--- config.mk ---
export PLATFORM = sky130hd
export DESIGN_NAME = seq_multiplier32
export DESIGN_NICKNAME = d
export VERILOG_FILES = /design/src/rtl/alu_defs.sv /design/src/rtl/adder32.sv /design/src/rtl/seq_multiplier32.sv
export SDC_FILE = /design/constraint.sdc
export NUM_CORES = 1
export LEC_CHECK = 0
export ABC_AREA = 1
export BUFFER_PORTS_ARGS = -buffer_cell sky130_fd_sc_hd__buf_2
export CAP_MARGIN = 10
export CORE_MARGIN = 2
export CORE_UTILIZATION = 30
export CTS_BUF_LIST = sky130_fd_sc_hd__clkbuf_16
export DETAILED_ROUTE_END_ITERATION = 8
export GPL_ROUTABILITY_DRIVEN = 1
export PLACE_DENSITY = 0.52
export SYNTH_ARGS = -nofsm -noshare
export SYNTH_HDL_FRONTEND = slang
export SYNTH_HIERARCHICAL = 1
export SYNTH_SLANG_ARGS = --single-unit
--- constraint.sdc ---
create_clock -name clk -period 18.6 [get_ports clk]
set_input_delay 0.93 -clock clk [delete_from_list [all_inputs] [get_ports clk]]
set_output_delay 0.93 -clock clk [all_outputs]
set_load 0.01 [all_outputs]
--- src/rtl/alu_defs.sv ---
// Shared ALU definitions: multiplier FSM state encoding and step count.
package alu_defs;

  typedef enum logic [1:0] {
    MUL_IDLE = 2'd0,
    MUL_RUN  = 2'd1,
    MUL_DONE = 2'd2
  } mul_state_t;

  localparam int MUL_STEPS = 32;

endpackage

--- src/rtl/adder32.sv ---
// 32-bit ripple-carry adder built from a chain of full adders.
module adder32 (
  input  logic [31:0] a,
  input  logic [31:0] b,
  input  logic        cin,
  output logic [31:0] sum,
  output logic        cout,
  output logic        overflow
);

  logic [32:0] carry;

  assign carry[0] = cin;

  genvar i;
  generate
    for (i = 0; i < 32; i++) begin : g_fa
      assign sum[i]       = a[i] ^ b[i] ^ carry[i];
      assign carry[i + 1] = (a[i] & b[i]) | (carry[i] & (a[i] ^ b[i]));
    end
  endgenerate

  assign cout     = carry[32];
  assign overflow = carry[32] ^ carry[31];

endmodule

--- src/rtl/seq_multiplier32.sv ---
// Multi-cycle 32x32->64 unsigned shift-and-add multiplier around adder32.
// Optional macro MULT_EARLY_EXIT_EN: finish as soon as the remaining multiplier bits are zero.
module seq_multiplier32
  import alu_defs::*;
#(
  parameter int WIDTH = 32
) (
  input  logic                 clk,
  input  logic                 reset_n,
  input  logic                 start,
  input  logic [WIDTH-1:0]     A,
  input  logic [WIDTH-1:0]     B,
  output logic                 busy,
  output logic                 done,
  output logic [2*WIDTH-1:0]   product,
  output logic                 overflow
);

  generate
    if (WIDTH != 32) begin : g_width_check
      $error("seq_multiplier32 supports WIDTH == 32 only");
    end
  endgenerate

  mul_state_t  state;
  logic [31:0] mcand;
  logic [31:0] hi;
  logic [31:0] lo;
  logic [5:0]  count;

  logic [31:0] addend;
  logic [31:0] sum;
  logic        cout;
  logic        add_ovf_unused;

  // AND row: the multiplicand reaches the adder only when the current multiplier bit is set.
  assign addend = mcand & {32{lo[0]}};

  adder32 u_adder (
    .a        (hi),
    .b        (addend),
    .cin      (1'b0),
    .sum      (sum),
    .cout     (cout),
    .overflow (add_ovf_unused)
  );

  assign product  = {hi, lo};
  assign overflow = |hi;

`ifdef MULT_EARLY_EXIT_EN
  logic [31:0] remain_mask;
  logic        early_exit;
  logic [6:0]  shamt;
  logic [63:0] flushed;

  // Low (32-count) bits of lo still hold unconsumed multiplier bits.
  assign remain_mask = 32'hFFFF_FFFF >> count;
  assign early_exit  = ((lo & remain_mask) == 32'd0);
  assign shamt       = 7'd32 - {1'b0, count};
  assign flushed     = {hi, lo} >> shamt;
`endif

  always_ff @(posedge clk or negedge reset_n) begin
    if (!reset_n) begin
      state <= MUL_IDLE;
      mcand <= '0;
      hi    <= '0;
      lo    <= '0;
      count <= '0;
      busy  <= 1'b0;
      done  <= 1'b0;
    end else begin
      case (state)
        MUL_IDLE, MUL_DONE: begin
          done <= 1'b0;
          if (start) begin
            mcand <= A;
            hi    <= '0;
            lo    <= B;
            count <= '0;
            busy  <= 1'b1;
            state <= MUL_RUN;
          end else begin
            state <= MUL_IDLE;
          end
        end
        MUL_RUN: begin
`ifdef MULT_EARLY_EXIT_EN
          if (early_exit) begin
            {hi, lo} <= flushed;
            count    <= count + 6'd1;
            busy     <= 1'b0;
            done     <= 1'b1;
            state    <= MUL_DONE;
          end else
`endif
          begin
            // 65-bit logical right shift of {cout, sum, lo}.
            {hi, lo} <= {cout, sum, lo[31:1]};
            count    <= count + 6'd1;
            if (count == 6'(MUL_STEPS - 1)) begin
              busy  <= 1'b0;
              done  <= 1'b1;
              state <= MUL_DONE;
            end
          end
        end
        default: begin
          busy  <= 1'b0;
          done  <= 1'b0;
          state <= MUL_IDLE;
        end
      endcase
    end
  end

endmodule
==> Word-level counts from Yosys, hierarchy flattened <==
Index checks and enable logic that the tools add are counted.
{ "totals": {"reg_bits": 106, "out_inout_bits": 67, "elab_cells": 192} }
{ "op_classes": {"n_addsub": 1, "eq_ne": 5, "muxes": 14, "bitwise_logic": 158, "n_reduce_logical": 7} }
{ "ops": {"columns": ["op", "n"], "rows": [
  ["32-bit case mux with 2 select lines", 2],
  ["32-bit 2-to-1 mux", 2],
  ["1-bit bitwise AND", 63],
  ["1-bit XOR", 63],
  ["32-bit bitwise AND", 1],
  ["32-bit OR reduction", 1],
  ["1-bit OR", 31],
  ["6-bit case mux with 2 select lines", 1],
  ["6-bit by 1-bit adder with 6-bit output (second input constant)", 1],
  ["6-bit by 5-bit equality test with 1-bit output (second input constant)", 1],
  ["6-bit 2-to-1 mux", 1],
  ["2-bit AND reduction", 3],
  ["1-bit 2-to-1 mux", 5],
  ["2-bit inequality test (second input constant)", 2],
  ["2-bit case mux with 2 select lines", 1],
  ["2-bit by 1-bit equality test with 1-bit output (second input constant)", 1],
  ["2-bit equality test (second input constant)", 1],
  ["2-bit zero test", 1],
  ["2-bit 2-to-1 mux", 1],
  ["1-bit case mux with 2 select lines", 1],
  ["2-bit nonzero test", 1],
  ["2-bit OR reduction", 1]
]} }

==> Logic depth before layout (Yosys ltp) <==
{ "logic_depth": {"ltp_word": 65, "depth_mapped": 41} }

==> By module <==
The synthesis kept the hierarchy.
{ "modules_own_cells": {"columns": ["mod", "instances", "cells_each", "area_each_um2", "seq_area_each_um2"], "rows": [
  ["seq_multiplier32", 1, 591, 4615.7, 2627.5],
  ["adder32", 1, 45, 689.4, 0.0]
]} }

==> Worst setup path after synthesis <==
OpenSTA, ideal clock, no wires.
{ "synth_timing": {"path_type": "reg2reg", "from": "register lo[0]", "to": "register hi[30]", "arrival_ps": 12917, "t_required_ps": 18534, "setup_slack_ps": 5618, "stages_incl_launch_ff": 42, "path_buffers": 1, "period_less_slack_ps": 12982, "path_cell_list": "dfrtp_1 clkbuf_1 nand2_1 inv_1 fa_1 fa_1 fa_1 fa_1 fa_1 fa_1 fa_1 fa_1 fa_1 fa_1 fa_1 fa_1 fa_1 fa_1 (+6 left out) fa_1 fa_1 fa_1 fa_1 fa_1 fa_1 fa_1 fa_1 fa_1 fa_1 fa_1 fa_1 fa_1 inv_1 fa_1 inv_1 nand2_1 nand2_1"} }
{ "synth_via": {"elab_chain_len": 64, "word_cells_on_any_way": 125, "cone_classes": "1 x mux; 124 x bitwise"} }
{ "synth_rtl": {"columns": ["item", "line_no", "source"], "rows": [
  ["start, declared", "seq_multiplier32.sv:28", "logic [31:0] lo;"],
  ["start signal, assigned", "seq_multiplier32.sv:100", "{hi, lo} <= {cout, sum, lo[31:1]};"],
  ["32-bit bitwise AND", "seq_multiplier32.sv:37", "assign addend = mcand & {32{lo[0]}};"],
  ["named net addend[0]", "seq_multiplier32.sv:31", "logic [31:0] addend;"],
  ["1-bit bitwise AND (2 in a row)", "adder32.sv:19", "assign carry[i + 1] = (a[i] & b[i]) | (carry[i] & (a[i] ^ b[i]));"],
  ["1-bit OR", "adder32.sv:19", null],
  ["1-bit bitwise AND", "adder32.sv:19", null],
  ["1-bit OR", "adder32.sv:19", null],
  ["1-bit bitwise AND", "adder32.sv:19", null],
  ["1-bit OR", "adder32.sv:19", null],
  ["(+49 left out)", null, null],
  ["1-bit OR", "adder32.sv:19", null],
  ["1-bit bitwise AND", "adder32.sv:19", null],
  ["1-bit OR", "adder32.sv:19", null],
  ["1-bit bitwise AND", "adder32.sv:19", null],
  ["1-bit OR", "adder32.sv:19", null],
  ["1-bit XOR", "adder32.sv:18", "assign sum[i] = a[i] ^ b[i] ^ carry[i];"],
  ["named net sum[31]", "seq_multiplier32.sv:32", "logic [31:0] sum;"],
  ["32-bit case mux with 2 select lines", "seq_multiplier32.sv:74", "case (state)"],
  ["end signal, assigned", "seq_multiplier32.sv:100", null],
  ["end, declared", "seq_multiplier32.sv:27", "logic [31:0] hi;"]
]} }
The timed path passes the listed nets, and every way through them passes these cells.
A chain may end at the register's enable or synchronous reset.

==> Worst setup path after layout <==
Same ends and word-level chain as after synthesis.

==> out/metrics.cfg <==
[floorplan]
initial_core_util_pct = 30.6
core_area_um2 = 17300
die-area_um2 = 18700
die_x_um = 137
die_y_um = 137
io_pins = 134
num_rows = 48

[layout]
fin_cells = 984
diodes = 0
areaGrowthSynthToFinish_pct = 21.2
drive_gt1_share_pct = 20.7
nNetsFinal = 854

[synthesis]
synthCells = 633
synth.avg_cell_area_um2 = 8.36
syn_area_um2 = 5290
ys_warn_count = 6
synth_fp_nets = 733

[drt]
postRouteWirelength_um = 12900
drc = 0
via_per_inst = 4.28
first_pass_iters = 4
first_iter_violations = 169
ant_nets = 0
vias = 4208
routedWlPerCell_um = 13.2

[sta]
finalHoldViolCount = 0
setup_tns_ps = 0
finClkSkew_ps = 4.60
tightest_slew_ps = 1110
finalSetupViolCount = 0
drv_slew = 0
period_needed_ps = 13480
fmax_mhz = 74.2
rsz0062_at_grt = false
maxSlewHeadroom_pct = 26.0
min_period_over_period_pct = 72.5
timing.final.ws_setup_ps = 5120

[clock_tree]
htreeDepth = 3
clock_sinks = 105
path_clk_slew_ps = 70
cts-resized-gates = 0
cts-root-buf = clkbuf_16
cts_tree = done
clk_latency_ps = 350
max-clock-path-buffers = 2
cts_made_buffers = 9
cts_hold_buffers = 0
cts_setup_buffers = 0

[global_routing]
grt_pass1_wl_um = 20900
antenna_found_initial = 1
grt_max_degree = 65
grtUsageTotal_pct = 14.4
grt_pass1_vias = 4131
overflow = 0

[critical_path]
cp-end-kind = flop
critPathMostFrequentCell = fa_1
arrival_ps = 13770
crit_type = flop to flop
crit_required_ps = 18890
cp_slowest_cell = fa_1
startpoint_type = flop
cp_slowest_stage_delay_ps = 410
critPathMaxFanout = 34

[place]
dp.cells = 968
dpl.hpwl_um = 8910
dp_slack_ps = 5080
portBuffers = 133
place.gp.congestion = 0.735

[power]
power_density_nw_per_um2 = 174
p_leak_nw = 3.67
vdd_drop_max_mv = 0.0676

[flow_run]
drv_cap = 0

[min_path]
hold_path.class = flop to flop

[outcome]
status = finished, final reports clean

-- through the flow --
step / cell area [um2] / total power, mW / utilization, % / hold slack, ps
2_1_floorplan: 5290 / 0.770 / - / 449
3_3_place_gp: 6130 / 0.937 / 35.4 / 465
3_5_place_dp: 6130 / 0.944 / 35.4 / 465
4_1_cts: 6410 / 1.14 / 37.1 / 484
5_1_grt: 6410 / 1.24 / 37.1 / 497
6_report: 6410 / 1.12 / 37.1 / 478
-- layout make-up --
cell class                      count  area, um2
Sequential cell                   105       2630
Clock inverter                      7       62.6
Tap cell                          225        282
Inverter                           75        282
Multi-Input combinational cell    427       2240
Fill cell                        1854      10900
Timing Repair Buffer              136        691
Clock buffer                        9        225
-- registers in the layout (all words and copies together) (netlist names) --
register / flops
hi: 32
lo: 32
mcand: 32
count: 6
busy: 1
done: 1
state: 1
-- path summary, 6_finish.rpt --
check,to,start,slack [ps],depth (start not counted)
setup / recovery,hi[30]$_DFFE_PN0P_,lo[0]$_DFFE_PN0P_,5120,41
hold / removal,mcand[15]$_DFFE_PN0P_,mcand[15]$_DFFE_PN0P_,480,2
setup reg to reg,hi[30]$_DFFE_PN0P_,lo[0]$_DFFE_PN0P_,5120,41
hold reg to reg,mcand[15]$_DFFE_PN0P_,mcand[15]$_DFFE_PN0P_,480,2
max in group asynchronous,done$_DFFE_PN0P_,reset_n,16810,2
min in group asynchronous,lo[7]$_DFFE_PN0P_,reset_n,610,1
-- critical path: cells and delay by family (launching register included) --
family / cells / cell delay [ps]
adder cells (fa/ha/maj): 32 / 12280
buffers and inverters: 6 / 540
flip-flops: 1 / 360
AND/OR/NAND/NOR: 3 / 210
-- cells in the final DEF (no fill, tap or decap), types with 2 or more instances in the layout --
master,count
a21oi_1,2
buf_2,132
buf_4,4
clkbuf_16,9
clkinv_1,2
dfrtp_1,105
fa_1,32
inv_1,71
inv_2,5
nand2_1,304
nand2_4,2
nand3_1,35
nor2_1,17
o21ai_0,28
-- routing by layer --
layer | track usage (%) | vias up | wire length, um
met3 | 4.19 | 8 | 1080
li1 | - | 2131 | -
met1 | 20.1 | 1939 | 6270
met2 | 22.7 | 128 | 5500
met5 | 0 | - | 13
met4 | 2.58 | 2 | 91
-- power by group --
group | switching (mW) | internal (mW) | leakage (nW)
clock network | 0.0849 | 0.103 | 0.142
registers | 0.0923 | 0.344 | 1.28
logic | 0.293 | 0.198 | 2.25
(Power assumes the default switching activity.)
